===== src/rtl/sar_adc_pkg.sv =====
// sar_adc_pkg: shared state encoding and parameter limits for the SAR ADC controller
package sar_adc_pkg;
  typedef enum logic [1:0] {S_IDLE, S_TRACK, S_CONVERT, S_DONE} state_t;
  localparam int WIDTH_MIN  = 4;
  localparam int WIDTH_MAX  = 12;
  localparam int SETTLE_MIN = 3;
endpackage


===== src/rtl/sync_2ff.sv =====
// sync_2ff: 1-bit two-flop synchronizer with asynchronous active-high reset
module sync_2ff (
  input  logic clk,
  input  logic rst,
  input  logic i_d,
  output logic o_q
);
  logic r_meta;
  always_ff @(posedge clk or posedge rst) begin
    if (rst) begin
      r_meta <= 1'b0;
      o_q    <= 1'b0;
    end else begin
      r_meta <= i_d;
      o_q    <= r_meta;
    end
  end
endmodule


===== src/rtl/sar_adc_ctrl.sv =====
// sar_adc_ctrl: successive-approximation controller driving a DAC code, MSB first
module sar_adc_ctrl
  import sar_adc_pkg::*;
#(
  parameter int WIDTH         = 8,
  parameter int TRACK_CYCLES  = 4,
  parameter int SETTLE_CYCLES = 4,
  parameter bit COMP_INVERT   = 1'b0
) (
  input  logic             clk,
  input  logic             rst,
  input  logic             start,
  input  logic             cmp_in,
  output logic [WIDTH-1:0] dac_code,
  output logic             sample_hold,
  output logic             busy,
  output logic             done,
  output logic [WIDTH-1:0] result
);
  localparam int CMAX = (TRACK_CYCLES > SETTLE_CYCLES) ? TRACK_CYCLES : SETTLE_CYCLES;
  localparam int CW   = $clog2(CMAX + 1);
  localparam int IW   = $clog2(WIDTH);

  state_t           r_state, w_state_nx;
  logic [CW-1:0]    r_cnt, w_cnt_nx;
  logic [IW-1:0]    r_idx, w_idx_nx;
  logic [WIDTH-1:0] r_sar, w_sar_nx, w_dec, w_result_nx;
  logic             w_sync, w_cmp;

  sync_2ff u_sync (.clk(clk), .rst(rst), .i_d(cmp_in), .o_q(w_sync));

  assign w_cmp = w_sync ^ COMP_INVERT;
  // keep bits above the current index, place the decision, clear everything below
  assign w_dec = (r_sar & (({WIDTH{1'b1}} << r_idx) << 1)) | (WIDTH'(w_cmp) << r_idx);

  always_comb begin
    w_state_nx  = r_state;
    w_cnt_nx    = r_cnt + 1'b1;
    w_idx_nx    = r_idx;
    w_sar_nx    = r_sar;
    w_result_nx = result;
    unique case (r_state)
      S_IDLE: begin
        w_state_nx = start ? S_TRACK : S_IDLE;
        w_cnt_nx   = '0;
      end
      S_TRACK:
        if (r_cnt == CW'(TRACK_CYCLES - 1)) begin
          w_state_nx = S_CONVERT;
          w_cnt_nx   = '0;
          w_idx_nx   = IW'(WIDTH - 1);
          w_sar_nx   = '0;
        end
      S_CONVERT:
        if (r_cnt == CW'(SETTLE_CYCLES - 1)) begin
          w_sar_nx = w_dec;
          w_cnt_nx = '0;
          if (r_idx == '0) begin
            w_state_nx  = S_DONE;
            w_result_nx = w_dec;
          end else begin
            w_idx_nx = r_idx - 1'b1;
          end
        end
      default: begin
        w_state_nx = start ? S_TRACK : S_IDLE;
        w_cnt_nx   = '0;
      end
    endcase
  end

  // outputs are registered from the next-state view so they align with the state they describe
  always_ff @(posedge clk or posedge rst) begin
    if (rst) begin
      r_state     <= S_IDLE;
      r_cnt       <= '0;
      r_idx       <= '0;
      r_sar       <= '0;
      dac_code    <= '0;
      sample_hold <= 1'b0;
      busy        <= 1'b0;
      done        <= 1'b0;
      result      <= '0;
    end else begin
      r_state     <= w_state_nx;
      r_cnt       <= w_cnt_nx;
      r_idx       <= w_idx_nx;
      r_sar       <= w_sar_nx;
      dac_code    <= (w_state_nx == S_CONVERT) ? (w_sar_nx | (WIDTH'(1) << w_idx_nx)) : '0;
      sample_hold <= w_state_nx == S_TRACK;
      busy        <= (w_state_nx == S_TRACK) || (w_state_nx == S_CONVERT);
      done        <= w_state_nx == S_DONE;
      result      <= w_result_nx;
    end
  end
endmodule


===== config.mk =====
export PLATFORM = sky130hd
export DESIGN_NAME = sar_adc_ctrl
export DESIGN_NICKNAME = d
export VERILOG_FILES = /design/src/rtl/sar_adc_pkg.sv /design/src/rtl/sync_2ff.sv /design/src/rtl/sar_adc_ctrl.sv
export SDC_FILE = /design/constraint.sdc
export NUM_CORES = 1
export LEC_CHECK = 0
export CAP_MARGIN = 0
export CORE_ASPECT_RATIO = 0.7
export CORE_MARGIN = 2
export CORE_UTILIZATION = 58
export CTS_CLUSTER_DIAMETER = 150
export DETAILED_ROUTE_END_ITERATION = 8
export PLACE_DENSITY_LB_ADDON = 0.12
export SYNTH_ARGS = -nofsm -noshare
export SYNTH_HDL_FRONTEND = slang
export SYNTH_HIERARCHICAL = 1
export SYNTH_SLANG_ARGS = --single-unit

===== constraint.sdc =====
create_clock -name clk -period 7.72 [get_ports clk]
set_clock_uncertainty 0.1 [all_clocks]
set_input_delay 1.544 -clock clk [delete_from_list [all_inputs] [get_ports clk]]
set_output_delay 1.544 -clock clk [all_outputs]
set_load 0.005 [all_outputs]

# ---- Word-level counts from Yosys, hierarchy flattened
# Cells that the tools add are included.
dict set report classes {
  add_sub_neg 2
  eq_ne 6
  n_shift 3
  mux 15
  n_bitwise 3
  reduce_logical 4
}
# op n
set op_table {}
lappend op_table {{8-bit two-way mux} 3}
lappend op_table {{8-bit bitwise OR} 2}
lappend op_table {{8-bit case mux with 2 select lines} 1}
lappend op_table {{3-bit two-way mux} 5}
lappend op_table {{8-bit bitwise AND} 1}
lappend op_table {{1-bit by 3-bit left shift with 8-bit output} 1}
lappend op_table {{1-bit by 3-bit left shift with 8-bit output (first input constant)} 1}
lappend op_table {{8-bit by 3-bit left shift with 7-bit output (first input constant)} 1}
lappend op_table {{2-bit equality test (second input constant)} 3}
lappend op_table {{2-bit two-way mux} 3}
lappend op_table {{3-bit case mux with 2 select lines} 1}
lappend op_table {{2-bit by 1-bit equality test with 1-bit output (second input constant)} 2}
lappend op_table {{2-bit case mux with 2 select lines} 1}
lappend op_table {{3-bit by 1-bit adder with 3-bit output (second input constant)} 1}
lappend op_table {{3-bit by 2-bit equality test with 1-bit output (second input constant)} 1}
lappend op_table {{3-bit zero test} 1}
lappend op_table {{3-bit AND reduction} 1}
lappend op_table {{3-bit by 1-bit subtractor with 3-bit output (second input constant)} 1}
lappend op_table {{2-bit OR reduction} 1}
lappend op_table {{1-bit logical OR} 1}
lappend op_table {{1-bit two-way mux} 1}
dict set report word_totals {
  regBits 37
}

# ---- Logic depth before layout (Yosys ltp)
dict set report depth {
  ltp_word 7
  depth_mapped 12
  ltp_nobuf 10
}

# ---- Modules after synthesis
# Netlist, hierarchy kept.
# mod instances cells_per_inst area_each_um2 seq_area_each_um2
set modules_own_cells {}
lappend modules_own_cells {sar_adc_ctrl 1 149 1677.9 875.8}
lappend modules_own_cells {sync_2ff 1 3 53.8 50.0}

# ---- Least setup slack after synthesis
# OpenSTA, ideal clock, no wires.
dict set report synth_path {
  path_type {in2reg}
  from {in start}
  to {reg dac_code[4]}
  arrival_time_ns 2.591
  required_time_ns 7.498
  path_slack_ns 4.907
  cell_stages 8
  n_path_buf 1
  cell_sequence {nand2_1 > o31ai_1 > inv_1 > ha_1 > buf_1 > inv_1 > a21oi_1 > a32o_1}
}
dict set report synth_between {
  elab_chain_len 4
}
# element line
set synth_lines {}
lappend synth_lines {{from (decl)} sar_adc_ctrl.sv:12} ;# input logic start,
lappend synth_lines {{1-bit two-way mux} {sar_adc_ctrl.sv:44, sar_adc_ctrl.sv:66}}
lappend synth_lines {{2-bit case mux with 2 select lines} sar_adc_ctrl.sv:42} ;# unique case (r_state)
lappend synth_lines {{named net w_state_nx[0]} sar_adc_ctrl.sv:24} ;# state_t r_state, w_state_nx;
lappend synth_lines {{2-bit equality test} sar_adc_ctrl.sv:89} ;# dac_code <= (w_state_nx == S_CONVERT) ? (w_sar_nx | (WIDTH'(1) << w_idx_nx)) : '0;
lappend synth_lines {{8-bit two-way mux} sar_adc_ctrl.sv:89}
lappend synth_lines {{to (signal assigned)} sar_adc_ctrl.sv:89}
lappend synth_lines {{to (decl)} sar_adc_ctrl.sv:14} ;# output logic [WIDTH-1:0] dac_code,
# The timed path passes the listed nets, and every way through them passes these cells.
# A chain may end at the register's enable or synchronous reset.

# ---- Worst setup path in the final report
# Same ends and word-level chain as after synthesis.

==> results.txt <==
* Floorplan die area: 3450 sq um
- Traced cell by cell, the critical path runs through clkdlybuf4s50_1 -> nand2_1 -> o31ai_1 -> inv_1 -> ha_1 -> inv_1 -> a21oi_1 -> a32o_1.
* Crit path buffers/inverters: 3
- Slowest stage delay, CP: 0.45 ns
- Fin Hold WS: 0.251 ns
- Post-CTS resize count: 0
- In this run the power density over the cells is 199 nW/um^2.
- Smallest setup slack after layout: roughly 4.6 ns
- Type of element capturing the critical path: flip-flop
* Average cell area after synthesis: 11.4 sq um
- The congestion estimate from routability-driven global placement came to 0.831.
* Min Clock Period, post-route: 3.15 ns
- Input and output buffers added on the ports amount to 22.
* Hold-fix buffers at CTS: 0
- TritonCTS Buffers: 5
- Library cell appearing most often on the critical path: sky130_fd_sc_hd__inv_1
- Wires add up to 3490 um.
* Maximum number of buffers from clock root to sink: 2
* Number of vias in the routed layout: between 1k and 1.5k
- The first global-routing pass estimated 5910 um of wire.
- Maximum fanout along the worst path: 9
- Sequential elements use between 50% and 60% of the synthesized area.
* Via-to-Cell Ratio: 5.90
- Largest net degree at the start of global routing: 36
- Worst slew margin relative to its limit: 58.0%
- Simple-gate portion of the synthesized area: 12.4%
- Data arrival time of the critical path: about 3.2 ns
* Synth Area in Adders: 7.23%
* TritonCTS sink count: 37
- The analysis attributes to cell leakage a power of 0.000948 uW.
- Via count of the first global-routing pass: ~1.2k
- The run finished with clean final reports.
- H-tree depth: 2
- Post-route antenna net violation count: 0
* Synth Cell Area: 1730 sq um
- Of the available clock period, the critical path in the final layout requires 40.8%.
- Launching element type of the critical path: input port
* CP Class: input port to flip-flop
- Compared with the post-synthesis result, the final layout area differs by 19.6%.
- For this run, design rule violations remaining after detail routing come to 0.
- Total of max-cap violations: 0
- Seq cells post-synth: 37
- Final Max Slew Viols: 0
- For this run, the post-layout net count is 190.
- Initial core utilization: between 60% and 70%
* Combinational family with the most area after synthesis: compound AO/OA/AOI/OAI gates
- In this run the worst setup path begins at start.
- The core region is 2820 sq um.
- Max Fclk: between 300 and 400 MHz
- The initialized floorplan defines 16 standard-cell rows.
- The library cell used most frequently in the layout, excluding fill and tap cells, is sky130_fd_sc_hd__dfrtp_1.
- CTS clk-pin slew, worst paths: roughly 0.07 ns
- Cells with a size suffix above 1 make up between 10% and 20% of the layout.
- Count of antenna diodes in the layout: 0
* Routed wirelength normalized by instance count: 16.4 um
- Multiplexer share of the synthesized area: ~2.6%
- For the pin with the worst max-slew slack, the measured transition is 0.624 ns.
- The initial antenna violation count was 0.
- Measured along the y axis, the die boundary spans 49.7 um.
* Post-Synthesis Cells: about 150
* Count of synthesis-stage warnings from yosys: 6
* Clock tree from TritonCTS: done
- Die boundary width: 69.3 um
- For the worst setup path, the data required time is 7.80 ns.
- Summing the areas of all compound-gate instances in the mapped netlist gives 17.9% of the synthesized area.
- Startpoint of the worst hold path: u_sync/r_meta
- At the end of the flow the core is filled with cells to approximately three quarters.
- In this run the post-CTS setup repair buffer count came out at 0.
- Filler cells: a little over 200
* Largest delay share family, worst path: buffers and inverters
- After routing, the total negative slack on setup checks comes to 0 ns.
* Leading cell types in the layout, fill and taps excluded: 37 x sky130_fd_sc_hd__dfrtp_1, 22 x sky130_fd_sc_hd__clkdlybuf4s50_1, 18 x sky130_fd_sc_hd__inv_1
- The startpoint identified for the worst register-to-register timing path is r_idx[1].
- Worst IR drop on VDD: 0.121 mV
- Total gr overflow: 0
- First-pass iteration count of the detailed router: 4
- The synthesized netlist devotes 0% of its cell area to XOR and XNOR gates.
- Setup violations remaining at the end of the flow were counted as 0.
- Total power consumption of the routed design: 412 uW
* Clock root buffer: sky130_fd_sc_hd__clkbuf_8
- Post-place setup slack: 4.26 ns
* Setup repair after global routing missed its margin: false
* Num ports: 23
- Number of distinct library cells after synthesis: 42
- Detail Placement HPWL: ~2600 um
- The final-report hold violation count was 0.
- The worst hold path belongs to the class flip-flop to flip-flop.
* Nets in the synthesized netlist: about 170
- Skew-Pair Late Insertion Delay: 0.29 ns
- Global routing used 23.1% of the available tracks.
- Among all stages on the critical path, the largest delay is contributed by sky130_fd_sc_hd__clkdlybuf4s50_1.
- Initial detailed-routing violation count: 87
==> kinds of logic after synthesis <==
kind of cell,Yosys count
flip-flops,37
multiplexers,4
AND/OR/NAND/NOR,36
AO/OA/AOI/OAI,39
buffers and inverters,26
adder cells (fa/ha/maj),10
==> sequential cells by signal, indices dropped and copies added, names as in the netlist <==
name           count
dac_code           8
u_sync/r_meta      1
r_state            2
r_cnt              3
done               1
result             8
busy               1
r_idx              3
u_sync/o_q         1
r_sar              8
sample_hold        1
==> per-layer routing <==
layer	track usage [%]	up-vias	part of all wire [%]	routed length (um)
met1	31.2	596	45	1560
met2	34.0	59	43	1520
met3	9.61	9	9.9	346
li1	-	592	-	-
met4	7.52	0	2.0	71
met5	0	-	0	0
==> area by class of cell <==
type | instances | area [sq um] | share of cell area [%]
multi-input cells | 89 | 696 | 33.6
well taps | 36 | 45.0 | 2.18
flip-flops and latches | 37 | 926 | 44.7
inverters | 20 | 75.1 | 3.63
clock inverters | 1 | 5.00 | 0.242
clock buffers | 7 | 96.3 | 4.65
repair buffers | 23 | 228 | 11.0
==> synth_stat cells, drive strengths merged <==
cell	number	area share, %
o21ai	7	2.0
nand2	12	2.6
o22ai	2	0.72
o32ai	3	2.0
nor2	1	0.22
nor3b	3	1.6
a21oi	3	0.87
buf	4	1.6
a31oi	2	0.72
clkbuf	2	0.43
a22o	1	0.51
o221ai	1	0.51
and3	2	0.72
a22oi	2	0.87
nand3	3	0.87
nand4bb	1	0.65
nor2b	4	1.4
a32o	7	4.0
mux2	4	2.6
nand3b	1	0.43
a221oi	3	1.5
nand2b	2	0.72
or2	1	0.36
or3b	1	0.51
a221o	3	1.8
nor3	3	0.87
and4bb	1	0.72
ha	10	7.2
nor4	1	0.72
a21o	2	0.87
inv	20	4.3
dfrtp	37	53
o31ai	1	0.43
a211o	2	1.1
==> final timing paths <==
check                      cells past startpoint  slack, ns           to
hold reg to reg                                0       0.25   u_sync/o_q
min in group asynchronous                      2       1.33   u_sync/o_q
hold / removal                                 0       0.25   u_sync/o_q
max in group asynchronous                      3       5.64     r_cnt[2]
setup / recovery                               8       4.57  dac_code[4]
setup reg to reg                              10       4.63  dac_code[4]
==> metrics by stage <==
step                cell area [sq um]  cells
finish                           2070    213
global route                     2070    213
CTS                              2070    213
detailed placement               1970    205
global placement                 1970    205
floorplan                        1730    152
==> where the power goes <==
part	internal (uW)	switching, uW	total [uW]
combinational	24.0	31.3	55.3
sequential	204	5.88	209
clock	80.6	67.0	148
total	308	104	412
Note: power is estimated with default switching activity, not from simulation.
